===== src/rtl/riscv_pkg.sv =====
// Shared definitions for the memory stage: load/store size encodings,
// the access FSM state type and lane-count helpers.
package riscv_pkg;

  localparam logic [2:0] F3_B  = 3'b000;
  localparam logic [2:0] F3_H  = 3'b001;
  localparam logic [2:0] F3_W  = 3'b010;
  localparam logic [2:0] F3_D  = 3'b011;
  localparam logic [2:0] F3_BU = 3'b100;
  localparam logic [2:0] F3_HU = 3'b101;
  localparam logic [2:0] F3_WU = 3'b110;

  localparam int LANES_RV32 = 4;
  localparam int LANES_RV64 = 8;

  typedef enum logic [1:0] {
    ST_IDLE       = 2'd0,
    ST_WAIT_GNT   = 2'd1,
    ST_WAIT_RDATA = 2'd2
  } mem_state_e;

  function automatic int lanes(input int xlen);
    return (xlen == 64) ? LANES_RV64 : LANES_RV32;
  endfunction

  // log2 of the access size in bytes; a doubleword on a 32-bit datapath
  // degrades to a word so the lane logic never exceeds the bus width
  function automatic logic [1:0] size_log2(input logic [2:0] f3, input int xlen);
    logic [1:0] s;
    case (f3)
      F3_B, F3_BU: s = 2'd0;
      F3_H, F3_HU: s = 2'd1;
      F3_W, F3_WU: s = 2'd2;
      F3_D:        s = (xlen == 64) ? 2'd3 : 2'd2;
      default:     s = 2'd2;
    endcase
    return s;
  endfunction

endpackage


===== src/rtl/mem_lane_align.sv =====
// Byte-lane steering for the memory stage: store byte enables and
// replicated write data, plus load lane extraction and sign/zero extension.
module mem_lane_align
  import riscv_pkg::*;
#(
  parameter int XLEN = 32
) (
  input  logic [2:0]                   funct3,
  input  logic [$clog2(XLEN/8)-1:0]    offset,
  input  logic [XLEN-1:0]              sdata,
  input  logic [XLEN-1:0]              rdata,
  output logic [XLEN/8-1:0]            be,
  output logic [XLEN-1:0]              wdata,
  output logic [XLEN-1:0]              ldata
);

  localparam int NB = XLEN / 8;

  logic [1:0]      szl;
  logic [NB-1:0]   be_base;
  logic [XLEN-1:0] shifted;
  logic [XLEN-1:0] mask;
  logic            sign;

  assign szl = size_log2(funct3, XLEN);

  // store side: size mask moved to the offset, low bytes copied to every lane
  always_comb begin
    be_base = '0;
    wdata   = sdata;
    case (szl)
      2'd0: begin be_base[0]   = 1'b1; wdata = {NB{sdata[7:0]}};         end
      2'd1: begin be_base[1:0] = '1;   wdata = {(NB/2){sdata[15:0]}};    end
      2'd2: begin be_base[3:0] = '1;   wdata = {(NB/4){sdata[31:0]}};    end
      default: begin be_base = '1;     wdata = sdata;                    end
    endcase
    be = be_base << offset;
  end

  // load side: bring the addressed lane to bit 0, then extend
  always_comb begin
    shifted = rdata >> {offset, 3'b000};
    mask    = '0;
    case (szl)
      2'd0: begin mask[7:0]  = '1; sign = shifted[7];      end
      2'd1: begin mask[15:0] = '1; sign = shifted[15];     end
      2'd2: begin mask[31:0] = '1; sign = shifted[31];     end
      default: begin mask    = '1; sign = shifted[XLEN-1]; end
    endcase
    ldata = (shifted & mask) | ({XLEN{sign & ~funct3[2]}} & ~mask);
  end

endmodule


===== src/rtl/mem_stage.sv =====
// Pipeline MEM stage: issues load/store requests on a req/gnt/rvalid bus,
// stalls upstream until the access completes and fills the MEM/WB register.
// Optional build macro MEM_STAGE_MISALIGN_TRAP_EN: misaligned accesses are
// reported on MemWb_Misalign instead of being silently aligned down.
//
// state         | meaning
// ST_IDLE       | accepting a new op; a memory op requests in this cycle
// ST_WAIT_GNT   | request outstanding, bus outputs frozen until mem_gnt
// ST_WAIT_RDATA | load granted, waiting for mem_rvalid
module mem_stage
  import riscv_pkg::*;
#(
  parameter int XLEN = 32,
  parameter int AW   = 32
) (
  input  logic              clk,
  input  logic              rstb,
  input  logic              ExMem_MemRead,
  input  logic              ExMem_MemWrite,
  input  logic [2:0]        ExMem_Funct3,
  input  logic [XLEN-1:0]   ExMem_AluResult,
  input  logic [XLEN-1:0]   ExMem_AluB_Pc4,
  input  logic              ExMem_MemToReg,
  input  logic              ExMem_RegWrite,
  input  logic [4:0]        ExMem_RegRd,
  input  logic              Flush,
  output logic              mem_req,
  output logic              mem_we,
  output logic [XLEN/8-1:0] mem_be,
  output logic [AW-1:0]     mem_addr,
  output logic [XLEN-1:0]   mem_wdata,
  input  logic              mem_gnt,
  input  logic              mem_rvalid,
  input  logic [XLEN-1:0]   mem_rdata,
  output logic              mem_stall,
  output logic              MemWb_MemToReg,
  output logic              MemWb_RegWrite,
  output logic [4:0]        MemWb_RegRd,
  output logic [XLEN-1:0]   MemWb_AluB_Pc4,
  output logic [XLEN-1:0]   MemWb_MemRData,
  output logic              MemWb_Misalign
);

  localparam int OFFW = $clog2(XLEN / 8);

  mem_state_e state;

  // op captured at issue so the bus stays stable even if upstream is flushed
  logic            q_we, q_kill, q_mtr, q_rw;
  logic [2:0]      q_f3;
  logic [AW-1:0]   q_addr;
  logic [OFFW-1:0] q_off;
  logic [XLEN-1:0] q_b;
  logic [4:0]      q_rd;

  logic            ex_op, idle, issue, misal, done, kill_now, is_load_now;
  logic [1:0]      szl;
  logic [OFFW-1:0] raw_off, sz_m1, ex_off, sel_off;
  logic [2:0]      sel_f3;
  logic [XLEN-1:0] sel_b, ldata, wdata;
  logic [XLEN/8-1:0] be;
  logic [AW-1:0]   ex_addr;

  assign ex_op   = ExMem_MemRead | ExMem_MemWrite;
  assign idle    = (state == ST_IDLE);
  assign szl     = size_log2(ExMem_Funct3, XLEN);
  assign raw_off = ExMem_AluResult[OFFW-1:0];
  assign sz_m1   = OFFW'((1 << szl) - 1);
  assign ex_addr = {ExMem_AluResult[AW-1:OFFW], {OFFW{1'b0}}};

`ifdef MEM_STAGE_MISALIGN_TRAP_EN
  assign misal  = ex_op & ((raw_off & sz_m1) != '0);
  assign ex_off = raw_off;
`else
  assign misal  = 1'b0;
  assign ex_off = raw_off & ~sz_m1;
`endif

  assign issue = idle & ex_op & ~Flush & ~misal;

  assign sel_f3  = idle ? ExMem_Funct3   : q_f3;
  assign sel_off = idle ? ex_off         : q_off;
  assign sel_b   = idle ? ExMem_AluB_Pc4 : q_b;

  mem_lane_align #(.XLEN(XLEN)) u_align (
    .funct3 (sel_f3),
    .offset (sel_off),
    .sdata  (sel_b),
    .rdata  (mem_rdata),
    .be     (be),
    .wdata  (wdata),
    .ldata  (ldata)
  );

  assign mem_req   = ~rstb & (issue | (state == ST_WAIT_GNT));
  assign mem_we    = mem_req & (idle ? ExMem_MemWrite : q_we);
  assign mem_be    = mem_req ? be : '0;
  assign mem_addr  = idle ? ex_addr : q_addr;
  assign mem_wdata = wdata;

  // completion: store on grant, load on rvalid (which may coincide with grant)
  always_comb begin
    done = 1'b0;
    case (state)
      ST_IDLE:       done = issue & mem_gnt & (ExMem_MemWrite | mem_rvalid);
      ST_WAIT_GNT:   done = mem_gnt & (q_we | mem_rvalid);
      ST_WAIT_RDATA: done = mem_rvalid;
      default:       done = 1'b0;
    endcase
  end

  assign mem_stall   = ~rstb & (issue | ~idle) & ~done;
  assign kill_now    = idle ? 1'b0 : (q_kill | Flush);
  assign is_load_now = idle ? ~ExMem_MemWrite : ~q_we;

  // access FSM and capture of the op being issued
  always_ff @(posedge clk) begin
    if (rstb) begin
      state  <= ST_IDLE;
      q_kill <= 1'b0;
    end else begin
      case (state)
        ST_IDLE: begin
          if (issue) begin
            q_we   <= ExMem_MemWrite;
            q_f3   <= ExMem_Funct3;
            q_off  <= ex_off;
            q_addr <= ex_addr;
            q_b    <= ExMem_AluB_Pc4;
            q_rd   <= ExMem_RegRd;
            q_mtr  <= ExMem_MemToReg;
            q_rw   <= ExMem_RegWrite;
            q_kill <= 1'b0;
            if (!mem_gnt)                              state <= ST_WAIT_GNT;
            else if (!ExMem_MemWrite && !mem_rvalid)   state <= ST_WAIT_RDATA;
          end
        end
        ST_WAIT_GNT: begin
          if (Flush) q_kill <= 1'b1;
          if (mem_gnt) state <= (q_we | mem_rvalid) ? ST_IDLE : ST_WAIT_RDATA;
        end
        ST_WAIT_RDATA: begin
          if (Flush) q_kill <= 1'b1;
          if (mem_rvalid) state <= ST_IDLE;
        end
        default: state <= ST_IDLE;
      endcase
    end
  end

  // MEM/WB register: bubble (RegWrite=0, rest held) unless something retires
  always_ff @(posedge clk) begin
    if (rstb) begin
      MemWb_MemToReg <= 1'b0;
      MemWb_RegWrite <= 1'b0;
      MemWb_RegRd    <= '0;
      MemWb_AluB_Pc4 <= '0;
      MemWb_MemRData <= '0;
      MemWb_Misalign <= 1'b0;
    end else begin
      MemWb_RegWrite <= 1'b0;
      if (idle && !Flush && !ex_op) begin
        MemWb_MemToReg <= ExMem_MemToReg;
        MemWb_RegWrite <= ExMem_RegWrite;
        MemWb_RegRd    <= ExMem_RegRd;
        MemWb_AluB_Pc4 <= ExMem_AluB_Pc4;
        MemWb_Misalign <= 1'b0;
      end else if (idle && !Flush && misal) begin
        MemWb_MemToReg <= ExMem_MemToReg;
        MemWb_RegRd    <= ExMem_RegRd;
        MemWb_AluB_Pc4 <= ExMem_AluB_Pc4;
        MemWb_Misalign <= 1'b1;
      end else if (done && !kill_now) begin
        MemWb_MemToReg <= idle ? ExMem_MemToReg : q_mtr;
        MemWb_RegWrite <= idle ? ExMem_RegWrite : q_rw;
        MemWb_RegRd    <= idle ? ExMem_RegRd    : q_rd;
        MemWb_AluB_Pc4 <= sel_b;
        MemWb_Misalign <= 1'b0;
        if (is_load_now) MemWb_MemRData <= ldata;
      end
    end
  end

endmodule


===== config.mk =====
export PLATFORM = sky130hd
export DESIGN_NAME = mem_stage
export DESIGN_NICKNAME = d
export VERILOG_FILES = /design/src/rtl/riscv_pkg.sv /design/src/rtl/mem_lane_align.sv /design/src/rtl/mem_stage.sv
export SDC_FILE = /design/constraint.sdc
export NUM_CORES = 1
export LEC_CHECK = 0
export CAP_MARGIN = 25
export CORE_UTILIZATION = 28
export CTS_CLUSTER_SIZE = 14
export DETAILED_ROUTE_END_ITERATION = 12
export GPL_ROUTABILITY_DRIVEN = 0
export GPL_TIMING_DRIVEN = 0
export PLACE_DENSITY = 0.61
export RECOVER_POWER = 25
export SYNTH_ARGS = -nofsm -noshare
export SYNTH_HDL_FRONTEND = slang
export SYNTH_SLANG_ARGS = --single-unit

===== constraint.sdc =====
create_clock -name clk -period 7.1 [get_ports clk]
set_input_delay 1.775 -clock clk [delete_from_list [all_inputs] [get_ports clk]]
set_output_delay 1.775 -clock clk [all_outputs]
set_load 0.1 [all_outputs]

== Yosys cells after proc, flatten, opt, wreduce, memory -nomap -nowiden ==
Index checks and enable logic that the tools add are counted.

* Word-level logic and storage cells: 126
* Input bits: 113
* Output and inout bits: 143
* Flip-flop bits (word level): 149

* Bitwise gates (word level): 30
* $add $sub $neg: 1
* Equality and inequality tests: 14
* Mux-type cells: 38
* Shifts and indexed selects: 3
* Reductions and logical operators: 25

{| class="wikitable"
|+ Operator list
! cell !! count
|-
| $mux W32 || 4
|-
| $and A32 B32 Y32 || 2
|-
| $pmux W32 S2 || 1
|-
| $not A32 Y32 || 1
|-
| $or A32 B32 Y32 || 1
|-
| $shr A32 B5 Y32 || 1
|-
| $mux W16 || 1
|-
| $mux W2 || 8
|-
| $mux W5 || 3
|-
| $eq A3 B3 Y1 const B || 4
|-
| $mux W1 || 12
|-
| $reduce_or A2 Y1 || 6
|-
| $and A1 B1 Y1 || 10
|-
| $reduce_and A3 Y1 || 3
|-
| $mux W8 || 1
|-
| $not A1 Y1 || 8
|-
| $pmux W2 S2 || 2
|-
| $eq A3 B1 Y1 const B || 2
|-
| $logic_not A3 Y1 || 2
|-
| $or A1 B1 Y1 || 6
|-
| $pmux W2 S3 || 1
|-
| $logic_not A1 Y1 || 5
|-
| $eq A2 B1 Y1 const B || 2
|-
| $logic_and A1 B1 Y1 || 4
|-
| 16 further kinds || 21
|}

== Longest topological paths before layout ==
* Depth after elaboration: 13
* Depth in mapped cells: 10
* Gate-level depth less buffers: 7

== Hierarchy ==
A second synthesis with hierarchy kept.

* Cell total of the unflattened synthesis: 701
* Area total of the unflattened synthesis: 7757.4 sq um

{| class="wikitable"
|+ By module, submodules not included
! module !! seq. area each (sq um) !! times used !! area an instance (sq um) !! cells each
|-
| mem_stage || 3733.6 || 1 || 6444.9 || 521
|-
| mem_lane_align || 0.0 || 1 || 1312.5 || 180
|}

== Worst setup path after synthesis ==
OpenSTA, ideal clock, no wires.

* Path kind: input to output
* From: input ExMem_Funct3[1]
* To: output mem_be[2]
* Required time: 5.325 ns
* Arrival time: 5.098 ns
* Path slack: 0.227 ns
* Path buffers: 3
* Cell stages on the path: 7
* Path through: buf_2 > nand3b_1 > buf_2 > nand2_1 > clkbuf_1 > nor2_1 > a211oi_1

* Word-level cells in the longest chain between the ends: 10
* Elaborated cells between the ends (all ways): 27
* Those cells by class: add/sub (1); eq/ne (7); shift (2); mux (7); bitwise (2); reduce/logical (8)

{| class="wikitable"
|+ RTL lines
! element !! line !! source
|-
| from (decl) || mem_stage.sv:20 || <nowiki>input logic [2:0] ExMem_Funct3,</nowiki>
|-
| $eq A3 B1 Y1, or another cell as far along || riscv_pkg.sv:30 || <nowiki>case (f3)</nowiki>
|-
| $reduce_or A2 Y1 || riscv_pkg.sv:30 ||
|-
| $pmux W2 S2 || riscv_pkg.sv:30 ||
|-
| $shl A1 B2 Y2 || mem_stage.sv:68 || <nowiki>assign sz_m1 = OFFW'((1 << szl) - 1);</nowiki>
|-
| $sub A2 B2 Y2 || mem_stage.sv:68 ||
|-
| $not A2 Y2 || mem_stage.sv:76 || <nowiki>assign ex_off = raw_off & ~sz_m1;</nowiki>
|-
| $and A2 B2 Y2 || mem_stage.sv:76 ||
|-
| $mux W2 || mem_stage.sv:82 || <nowiki>assign sel_off = idle ? ex_off : q_off;</nowiki>
|-
| $shl A4 B2 Y4 * || mem_lane_align.sv:37 || <nowiki>be = be_base << offset;</nowiki>
|-
| $mux W4 * || mem_stage.sv:97 || <nowiki>assign mem_be = mem_req ? be : '0;</nowiki>
|-
| to (decl) || mem_stage.sv:29 || <nowiki>output logic [XLEN/8-1:0] mem_be,</nowiki>
|}

Every way passes the cells marked *; elsewhere a longest branch is shown, timed or not.

== Worst setup path after layout ==
Same ends and word-level chain as after synthesis.

==> summary.txt <==
Timing
  • Pins Over Slew Limit: 0
  • Hold WS: 0.4648 ns
  • Slew Limit Headroom: 5.642%
  • Period utilization: 98.37%
  • # setup viols final: 0
  • Final-report hold violation count: 0
  • RSZ-0062 raised after global routing: no
  • Clock Skews: 0.01009 ns
  • Final setup TNS: 0 ns
  • Worst Max-Slew Pin Slew: 1.411 ns
  • Achievable Freq: 143.2 MHz
  • Setup ws final: about 0.12 ns
  • Final min period: between 6 and 7 ns

Die
  • FP Rows: 59
  • # IOs: 256
  • Die width: 165.1 um
  • Starting Density: 28.58%
  • Core area: 26060 um2
  • Die Ht: 165.1 um
  • Die outline area: 27250 um2

Power
  • Pleak: 0.004148 uW
  • Sw frac: 46.50%
  • Int Power: 1834 uW
  • Power Dens Cells: a little over 300 nW/um2
  • Clock power share: a little over a quarter
  • Max IR drop VDD: 0.1591 mV
  • Switch Pwr: 1594 uW
  • Gate power share: between 40% and 50%
  • Flop pwr share: 29.4%

Yosys
  • Distinct cells, synth: 50
  • Number of synthesized flops with an enable pin: 75
  • FFs w/ async S/R, synth: 0%
  • Synth warnings: 0
  • Cell area after synthesis: 7447 um2
  • Dominant synthesized flop cell: edfxtp_1
  • Syn Inst Count: 720
  • Synth Register Bits: 149
  • Seq/Total Area, Yosys: 50.13%
  • Post-Syn Area per Cell: 10.34 um2

Setup path
  • Setup crit end kind: primary output
  • CP arrival: 5.21 ns
  • Startpoint Class: input port
  • Reg2reg start: state[0]$_SDFFE_PP0P_
  • Type of the worst setup path: input port to primary output
  • Worst path required time: 5.33 ns
  • CP Max Fanout: 10
  • Critical path origin: ExMem_Funct3[1]

CTS
  • CTS Buffer Depth: 2
  • Max H-tree Level: 4
  • Post-CTS setup buffers: 0
  • Root Buffer Master: clkbuf_16
  • Cts bufs inserted: 17
  • Clk Latency, worst-skew pair: 0.42 ns
  • Worst-path clk slew: roughly 0.070 ns
  • CTS tree: done
  • CTS Sinks: 149

Drt
  • Via count: 6843
  • Detail Route Antenna Nets: 0
  • Wirelength, routed: approximately 26000 um
  • Via density: 5.099
  • DR DRC count: 0
  • Initial DRC count: 534
  • Drt pass-1 iters: 5
  • WL per Instance: 19.36 um

Flow run
  • Maximum capacitance violations: 0

Finish
  • # fillers: 2565
  • Multi-input gate area: 3405 um2
  • FF+latch area: 3734 um2
  • Fin cells: 1342
  • Most common cell after layout, fill and taps aside: clkdlybuf4s50_1
  • Antenna fix cells: 0
  • Most frequent cells in the layout: 167 x clkdlybuf4s50_1, 83 x dlygate4sd3_1, 82 x a21oi_1, 75 x edfxtp_1, 74 x dfxtp_1
  • Area delta synth->final: 47.95%
  • Nets@finish: about 1100
  • Layout cells sized above 1: 11.52%

Place
  • DP Cell Count: 1310
  • IO buf count: 251
  • HPWL after DPL: 19820 um
  • DP Worst Slack: 0.09181 ns

Status
  • Status: completed

Global route
  • First-pass GRT wire length: 38340 um
  • Vias in the first global route: 6559
  • Initial antenna violation count: 2
  • GRT Util Overall: 18.65%
  • Global route overflow: 0
  • Largest net degree at the start of global routing: 31

Min path
  • Hold Path Class: flip-flop to flip-flop
  • Worst hold path startpoint: MemWb_MemRData[4]$_SDFFE_PP0P_
-- worst max-delay path: stages --
cell and delay, ns:
clkdlybuf4s50_1 0.43, buf_2 0.18, nand3b_1 0.19, buf_2 0.20
nand2_1 0.32, clkbuf_1 0.42, nor2_1 0.09, a211oi_1 0.37
clkdlybuf4s50_1 1.22
-- cell usage after synthesis (2+ instances only) --
| master | count | area (um2) |
|---|---|---|
| nand2_1 | 29 | 108.9 |
| nand2b_1 | 35 | 219.0 |
| a211o_1 | 7 | 61.31 |
| o21ba_2 | 8 | 80.08 |
| mux2i_1 | 48 | 480.5 |
| a211oi_1 | 25 | 187.7 |
| and3b_1 | 2 | 17.52 |
| buf_2 | 19 | 95.09 |
| nand3_1 | 29 | 145.1 |
| mux2_2 | 39 | 439.2 |
| inv_1 | 15 | 56.30 |
| nor2b_1 | 5 | 31.28 |
| and2_1 | 2 | 12.51 |
| buf_4 | 6 | 45.04 |
| buf_1 | 2 | 7.510 |
| edfxtp_1 | 75 | 2252 |
| o21ai_0 | 39 | 195.2 |
| a21oi_1 | 82 | 410.4 |
| a31oi_1 | 2 | 12.51 |
| nor2_1 | 48 | 180.2 |
| clkbuf_1 | 30 | 112.6 |
| nor3_1 | 19 | 95.09 |
| and3_1 | 15 | 93.84 |
| a32oi_1 | 17 | 148.9 |
| nor3b_1 | 3 | 22.52 |
| o21bai_1 | 2 | 15.01 |
| dfxtp_1 | 74 | 1481 |
| a32o_1 | 16 | 160.2 |
| ha_1 | 4 | 50.05 |
| o21ai_1 | 3 | 15.01 |
-- through the flow --
| step | power (uW) | area [um2] | utilization (%) |
|---|---|---|---|
| floorplan | 2153 | 7455 | - |
| global placement | 2558 | 10390 | 39.86 |
| detailed placement | 2562 | 10440 | 40.07 |
| CTS | 3459 | 11020 | 42.31 |
| global route | 3552 | 11020 | 42.28 |
| finish | 3428 | 11020 | 42.28 |
-- flip-flops by register name, summed over array words and instances (netlist names) --
| register | cells |
|---|---|
| q_mtr | 1 |
| q_rd | 5 |
| q_kill | 1 |
| q_addr | 30 |
| MemWb_MemRData | 32 |
| q_f3 | 3 |
| MemWb_MemToReg | 1 |
| q_off | 2 |
| state | 2 |
| MemWb_RegRd | 5 |
| MemWb_RegWrite | 1 |
| q_we | 1 |
| q_rw | 1 |
| MemWb_AluB_Pc4 | 32 |
| q_b | 32 |
-- per-layer routing --
| metal | vias to the layer above | track usage, % | share of wire [%] |
|---|---|---|---|
| li1 | 3241 | - | - |
| met1 | 3299 | 24.27 | 44 |
| met2 | 255 | 29.67 | 46 |
| met3 | 44 | 4.520 | 7.3 |
| met4 | 4 | 7.173 | 2.5 |
| met5 | - | 0 | 0.096 |
-- worst paths after layout --
path,end,slack (ns),depth (start not counted)
setup / recovery,mem_be[2],0.12,9
hold / removal,MemWb_MemRData[4]$_SDFFE_PP0P_,0.46,2
setup reg to reg,MemWb_AluB_Pc4[13]$_SDFFE_PP0P_,3.62,9
hold reg to reg,MemWb_MemRData[4]$_SDFFE_PP0P_,0.46,2
-- power groups by stage --
stage / registers (uW) / clock network (uW) / logic [uW]
final: 1010 / 894 / 1530
after global routing: 1010 / 944 / 1590
after CTS: 1010 / 911 / 1540
after detailed placement: 1030 / 0 / 1540
after global placement: 1030 / 0 / 1530
after floorplan: 1340 / 0 / 813
-- what timing repair did --
action | 4_1_cts | 5_1_grt
hold buffers | 0 | 0
hold endpoints to repair | 0 | 0
setup endpoints to repair | 0 | 1
resized for setup | 0 | 1
-- area by class of cell --
class | instances | area share [%]
plain buffers | 57 | 2.351
clock buffers | 17 | 3.861
clock inverters | 15 | 1.431
inverters | 15 | 0.5110
multi-input cells | 501 | 30.90
flip-flops and latches | 149 | 33.89
well taps | 335 | 3.804
repair buffers | 253 | 23.26
-- kinds of logic after synthesis --
kind of cell	Yosys count	synth area share [%]
AND/OR/NAND/NOR	194	13.24
adder cells (fa/ha/maj)	4	0.6721
buffers and inverters	72	4.251
AO/OA/AOI/OAI	212	19.12
multiplexers	88	12.53
flip-flops	149	50.13
other	1	0.05035
No activity file was read; power rests on OpenSTA's default activity.
